--- config.mk ---
export PLATFORM = sky130hd
export DESIGN_NAME = mux_4
export DESIGN_NICKNAME = d
export VERILOG_FILES = /design/src/rtl/mux_4_pkg.sv /design/src/rtl/mux_4.sv
export SDC_FILE = /design/constraint.sdc
export NUM_CORES = 1
export LEC_CHECK = 0
export ABC_AREA = 1
export CAP_MARGIN = 20
export CORE_AREA = 2 2 39 41
export DETAILED_ROUTE_END_ITERATION = 12
export DIE_AREA = 0 0 41 43
export HOLD_SLACK_MARGIN = 0.08
export PLACE_DENSITY = 0.45
export SETUP_SLACK_MARGIN = 0.3
export SKIP_LAST_GASP = 1
export SYNTH_ARGS = -nofsm -noshare
export SYNTH_HDL_FRONTEND = slang
export SYNTH_SLANG_ARGS = --single-unit
export TNS_END_PERCENT = 50
--- constraint.sdc ---
create_clock -name clk -period 1.4 [get_ports clk]
set_input_delay 0.21 -clock clk [delete_from_list [all_inputs] [get_ports clk]]
set_output_delay 0.21 -clock clk [all_outputs]
set_load 0.005 [all_outputs]
--- src/rtl/mux_4_pkg.sv ---
// Shared select encoding and default sizing for the mux_4 selector.
package mux_4_pkg;

    localparam logic [1:0] SEL_A = 2'b00;
    localparam logic [1:0] SEL_B = 2'b01;
    localparam logic [1:0] SEL_C = 2'b10;
    localparam logic [1:0] SEL_D = 2'b11;

    localparam int unsigned DEFAULT_WIDTH = 1;
    localparam int unsigned DEFAULT_CNT_W = 8;

endpackage

--- src/rtl/mux_4.sv ---
// 4:1 selector with registered output/select and a select-change pulse.
// Define MUX_4_CHG_CNT_EN to add the saturating select-change counter chg_cnt.
module mux_4
    import mux_4_pkg::*;
#(
    parameter int unsigned WIDTH = DEFAULT_WIDTH,
    parameter int unsigned CNT_W = DEFAULT_CNT_W
) (
    input  logic             clk,
    input  logic             rst,
    input  logic [WIDTH-1:0] A,
    input  logic [WIDTH-1:0] B,
    input  logic [WIDTH-1:0] C,
    input  logic [WIDTH-1:0] D,
    input  logic [1:0]       sel,
    output logic [WIDTH-1:0] Y,
    output logic [WIDTH-1:0] Y_q,
    output logic [1:0]       sel_q,
    output logic             sel_chg
`ifdef MUX_4_CHG_CNT_EN
    ,
    output logic [CNT_W-1:0] chg_cnt
`endif
);

    if (CNT_W == 0) begin : g_bad_cnt_w
        $error("mux_4: CNT_W must be at least 1");
    end

    logic sel_diff;

    always_comb begin
        Y = A;
        case (sel)
            SEL_A:   Y = A;
            SEL_B:   Y = B;
            SEL_C:   Y = C;
            SEL_D:   Y = D;
            default: Y = A;
        endcase
    end

    // After reset sel_q is SEL_A, so the first comparison is against 2'b00.
    assign sel_diff = (sel != sel_q);

    always_ff @(posedge clk) begin
        if (rst) begin
            Y_q     <= '0;
            sel_q   <= SEL_A;
            sel_chg <= 1'b0;
        end else begin
            Y_q     <= Y;
            sel_q   <= sel;
            sel_chg <= sel_diff;
        end
    end

`ifdef MUX_4_CHG_CNT_EN
    always_ff @(posedge clk) begin
        if (rst) begin
            chg_cnt <= '0;
        end else if (sel_diff && (chg_cnt != {CNT_W{1'b1}})) begin
            chg_cnt <= chg_cnt + CNT_W'(1);
        end
    end
`endif

endmodule

==> flow_metrics.tcl, run 1 <==
set metrics [dict create \
    drt-met1-wl_um 177 \
    mostFrequentLayoutCell "nand2_1" \
    nNetsFinal 56 \
    start_kind "flip-flop" \
    synth.net_count 34 \
    hold_viol 0 \
    diodes 0 \
    layout.cells.most_common_list "10 x nand2_1, 6 x clkdlybuf4s50_1, 5 x buf_4" \
    die_area_um2 1760 \
    p_seq_share_pct 37.2 \
    routedWlPerCell_um 7.03 \
    clkSinkCount 4 \
    drc 0 \
    grt_max_degree 5 \
    power.switching_mw 0.0730 \
    clock_skew_ns 0.00177 \
    ctsHtreeMaxLevel 1 \
    clkPwrFrac_pct 40.5 \
    initial_core_util_pct 13.0 \
    p_leak_nw 0.211 \
    dr_wl_met3_um 49 \
    die_x_um 41 \
    place_inst 58 \
    maxCapViolCount 0 \
    grt_pass1_vias 192 \
    finalPower_mw 0.340 \
    ys_seq_elements 4 \
    drt_iter0_markers 0 \
    cts_buffers 3 \
    antenna_found_initial 0 \
    syn-cell-area_um2 180 \
    gp_congestion 0.606 \
    path_delay_family "buffers and inverters" \
    clock_latency_ns 0.23 \
    yosysWarnings 0 \
    setup_viol_count_final 0 \
    clockBufferDepth 2 \
    yosysUniqueCellTypes 10 \
    hp-class "in2reg" \
    area_growth_pct 110 \
    max_freq_ghz 0.820 \
    slowest_stage "clkdlybuf4s50_1" \
    critPathMaxStageDelay_ns 0.49 \
    rows 14 \
    die_y_um 43 \
    drive_gt1_share_pct 39.1 \
    ant_nets 0 \
    worst-path-max-fanout 1 \
    power.internal_mw 0.267 \
    clockRootBuffer "clkbuf_4" \
    crit_required_ns 1.19 \
    avgSynthCellArea_um2 6.93 \
    p_sw_share_pct 21.5 \
    path_clk_slew_ns 0.04 \
    worst_setup_path_end_kind "primary output" \
    vias 215 \
    syn_inst 26 \
    routed_wl_um 436 \
    ios 13 \
    relSlewSlack_pct 88.1 \
    grt_setup_unrepaired "yes" \
    max_slew.worst_pin.slew_ns 0.179 \
    fin_crit_sh_pct 87.1 \
    min_period_ns 1.22 \
    ir_drop_mv 0.209 \
    coreArea_um2 1380 \
    drtPass1Iterations 1 \
    tritoncts "built" \
    overflow 0 \
    crit_type "reg2out" \
    instances_no_fill 62 \
    port_buffers 12 \
    p_comb_share_pct 22.4 \
    dp_hpwl_um 358 \
    grt_usage_pct 6.41 \
    path_buf_inv 1 \
    ys_seq_area_share_pct 44.4 \
    power_density_nw_per_um2 896 \
    path_cells "clkdlybuf4s50_1" \
    top_layer "met3" \
    maxSlewViolCount 0 \
    viasPerCell 3.47 \
    arrival_ns 1.01 \
    routed-wl-met2_um 209 \
    status "completed" \
    grt_pass1_wl_um 717 \
]
-- repair_timing --
action / in CTS / in global routing
hold buffers: 0 / 0
endpoints found under the setup margin: 5 / 4
gates resized for setup: 9 / 2
pin swaps: 3 / 0
setup buffers: 1 / 0
-- power groups by stage --
stage,logic [mW],clock network (mW),registers (mW)
detailed placement,0.0804,0,0.128
global route,0.0851,0.156,0.127
floorplan,0.0232,0,0.128
finish,0.0759,0.137,0.126
global placement,0.0803,0,0.128
CTS,0.0787,0.147,0.127
-- flip-flops by register name, summed over array words and instances, names as in the netlist --
register,flops
sel_chg,1
sel_q,2
Y_q,1
-- per-stage QoR --
step           hold slack (ns)  TNS, ns  worst slack (ns)  instance area (µm²)  utilization [%]
6_report                 0.480        0             0.181                  379             27.4
2_1_floorplan            0.272        0             0.714                  180                -
3_3_place_gp             0.577   -0.318            -0.318                  350             25.3
4_1_cts                  0.473        0             0.123                  374             27.0
5_1_grt                  0.507        0             0.139                  379             27.4
3_5_place_dp             0.574   -0.320            -0.320                  350             25.3
-- synth_stat cells (all sizes together) --
master  count  area, µm²
nand3       2       15.0
a21oi       1       8.76
dfxtp       4       80.1
nor2        3       13.8
inv         5       18.8
nand2      11       43.8
-- area by class of cell --
type,instances,area [µm²]
well taps,16,20.0
fillers,164,1000
clock buffers,3,22.5
flip-flops and latches,4,82.6
repair buffers,17,154
inverters,5,18.8
multi-input cells,17,81.3
-- final timing paths --
kind / slack (ns) / to / from / cells past startpoint
worst max-delay path: 0.18 / Y_q / Y_q / 1
worst min-delay path: 0.48 / sel_chg / sel[0] / 4
worst max register to register: 0.74 / sel_chg / sel_q[0] / 4
worst min register to register: 0.55 / sel_chg / sel_q[0] / 3
-- routing by layer --
metal  up-vias  global-route usage [%]
li1        116                       -
met1        89                    7.01
met2        10                    8.44
met3         0                    3.14
met4         0                    6.00
met5         -                       0
-- logic make-up (layout without fill, tap and decap cells) --
family          count (synthesis)  in the layout  synth area share [%]
buf+inv                         5             25                  10.4
compound gates                  1              1                  4.86
flops                           4              4                  44.4
simple gates                   16             16                  40.3
Power figures use the tool's default switching activity.
==> inputs of run 2 (changes only) <==
--- a/config.mk
+++ b/config.mk
@@ -5,13 +5,12 @@
 export SDC_FILE = /design/constraint.sdc
 export NUM_CORES = 1
 export LEC_CHECK = 0
-export ABC_AREA = 1
 export CAP_MARGIN = 20
 export CORE_AREA = 2 2 39 41
 export DETAILED_ROUTE_END_ITERATION = 12
 export DIE_AREA = 0 0 41 43
 export HOLD_SLACK_MARGIN = 0.08
-export PLACE_DENSITY = 0.45
+export PLACE_DENSITY = 0.42
 export SETUP_SLACK_MARGIN = 0.3
 export SKIP_LAST_GASP = 1
 export SYNTH_ARGS = -nofsm -noshare
==> run 2 against run 1 <==
Compared with the run above: clock skew is 0.0012 ns lower; die area stayed put; hold slack worse by 0.14 ns; setup slack worse by 0.015 ns; clock power hardly changed; critical endpoint is now Y; critical path depth is 2 higher; sequential share of layout area is 3.2 points higher; count of clock-buffer cells in the layout stayed put; synthesized cell count is 58% lower.
==> flow_metrics.tcl, run 2 <==
set metrics [dict create \
    die_area_um2 1760 \
    path_buf_inv 2 \
    diodes 0 \
    synth_flop_cell "dfxtp_1" \
    antenna_found_initial 0 \
    max_slew.worst_pin.slew_ns 0.199 \
    worst-path-max-fanout 2 \
    hp-class "in2reg" \
    ant_nets 0 \
    path_delay_family "multiplexers" \
    routedWlPerCell_um 8.48 \
    synth_edf_count 0 \
    grt_usage_pct 5.73 \
    yosysWarnings 0 \
    maxSlewViolCount 0 \
    crit_type "in2out" \
    netlist_top_cells_count "4 x dfxtp_1, 2 x nor2b_1, 2 x xnor2_1" \
    path_clk_slew_ns 0.04 \
    r2r.worst_path.cells 2 \
    tritoncts "built" \
    maxCapViolCount 0 \
    rows 14 \
    clkSinkCount 4 \
    tns_ns 0 \
    fill_cells 147 \
    ctsHtreeMaxLevel 1 \
    power_density_nw_per_um2 1010 \
    start_kind "input port" \
    cts_buffers 3 \
    clock_latency_ns 0.23 \
    r2r-end "sel_chg" \
    drive_gt1_share_pct 35.7 \
    ir_drop_mv 0.184 \
    yosysUniqueCellTypes 6 \
    coreArea_um2 1380 \
    overflow 0 \
    layout.cells.most_common_list "4 x clkdlybuf4s15_1, 3 x dfxtp_1, 3 x clkbuf_4, 3 x dlygate4sd2_1" \
    nNetsFinal 38 \
    relSlewSlack_pct 86.7 \
    cp-endpoint "Y" \
    clockRootBuffer "clkbuf_4" \
    routed_wl_um 373 \
    drtPass1Iterations 1 \
    port_buffers 12 \
    r2r-start "sel_q[1]" \
    area_growth_pct 115 \
    largest_register_ffs 2 \
    min_period_ns 1.23 \
    setup_viol_count_final 0 \
    ys_seq_area_share_pct 52.9 \
    arrival_ns 1.02 \
    initial_core_util_pct 10.9 \
    worst_setup_path_end_kind "primary output" \
    slowest_stage "mux4_2" \
    p_leak_nw 0.150 \
    drt_iter0_markers 0 \
    yosysMostFrequentCell "dfxtp_1" \
    mostFrequentLayoutCell "clkdlybuf4s15_1" \
    yosys-top-cells-area "dfxtp_1 53%, mux4_2 15%, xnor2_1 12%" \
    avgSynthCellArea_um2 13.8 \
    grt_pass1_vias 141 \
    final_core_util_pct 23.5 \
    status "completed" \
    grt_pass1_wl_um 545 \
    syn-cell-area_um2 151 \
    critPathMaxStageDelay_ns 0.49 \
    grt_max_degree 5 \
    async_flop_share_pct 0 \
    crit_required_ns 1.19 \
    path_cells "clkdlybuf4s15_1 > mux4_2 > buf_6" \
    cp_num_cells 3 \
    viasPerCell 3.07 \
    max_freq_ghz 0.810 \
    ios 13 \
    syn_inst 11 \
    drc 0 \
    rrSetupSlack_ns 0.76 \
    ys_seq_elements 4 \
    vias 135 \
    clock_skew_ns 0.000531 \
    die_y_um 43 \
    grt_setup_unrepaired "yes" \
    fin_crit_sh_pct 88.2 \
    largest_register "sel_q" \
    instances_no_fill 44 \
    die_x_um 41 \
    fin_hold_ws_ns 0.336 \
    top_regs "sel_q (2), Y_q (1), sel_chg (1)" \
    synth_top_area_cell "dfxtp_1" \
    place_inst 41 \
    gp_congestion 0.575 \
    clockBufferDepth 2 \
    synth.net_count 19 \
    synth_top_area_share_pct 52.9 \
    crit_start "A" \
    hold_viol 0 \
]
-- run 2: cell count changes after synthesis, sizes merged, moves of 2 or more --
cell / change
xnor2: +2
nand3: -2
inv: -5
nor2b: +3
nor2: -3
nand2: -11
-- run 2: worst min-delay path: cells and delay by family --
family / cells / cell delay [ns]
and+or+nand+nor: 1 / 0.11
buffers and inverters: 2 / 0.21
-- run 2: repair_timing --
| action | CTS | global route |
|---|---|---|
| hold buffers | 0 | 0 |
| setup buffers | 0 | 0 |
| cloned | 0 | 0 |
| gates resized for setup | 15 | 7 |
| setup endpoints to repair | 6 | 3 |
-- run 2: metrics by stage --
stage / instance area [µm²] / setup WS [ns] / power (mW)
5_1_grt: 325 / 0.154 / 0.349
4_1_cts: 318 / 0.113 / 0.336
3_3_place_gp: 307 / -0.518 / 0.198
3_5_place_dp: 307 / -0.531 / 0.198
6_report: 325 / 0.166 / 0.327
2_1_floorplan: 151 / 0.450 / 0.147
-- run 2: worst min-delay path by stage --
| stage | startpoint | to | cells past startpoint |
|---|---|---|---|
| global route | sel[0] | sel_q[0] | 3 |
| floorplan | rst | Y_q | 1 |
| detailed placement | sel_q[1] | sel_chg | 2 |
| global placement | sel_q[0] | sel_chg | 2 |
| CTS | sel[0] | sel_q[0] | 3 |
| finish | sel[0] | sel_q[0] | 3 |
-- run 2: cells by family after synthesis --
logic type | Yosys count | synth area share [%]
flip-flops | 4 | 52.9
AND/OR/NAND/NOR | 3 | 17.4
AO/OA/AOI/OAI | 1 | 3.30
XOR/XNOR | 2 | 11.6
multiplexers | 1 | 14.9
-- run 2: routing by layer --
| layer | vias up | wire length (µm) | global-route usage, % |
|---|---|---|---|
| met4 | 0 | 0 | 8.00 |
| met5 | - | 0 | 0 |
| met1 | 51 | 176 | 6.80 |
| met2 | 13 | 118 | 4.69 |
| li1 | 71 | - | - |
| met3 | 0 | 77 | 4.71 |
-- run 2: power breakdown --
group	switching (mW)	total [mW]	leakage (nW)	internal (mW)
sequential	0.00299	0.126	0.0337	0.123
combinational	0.0183	0.0627	0.103	0.0444
clock	0.0429	0.139	0.0138	0.0956
total	0.0642	0.327	0.150	0.263
-- run 2: final cells by class --
class	instances	area, µm²	area share [%]
Clock buffer	3	22.5	6.92
Tap cell	16	20.0	6.15
Multi-Input combinational cell	7	71.3	21.9
Sequential cell	4	81.3	25.0
Timing Repair Buffer	14	130	40.0
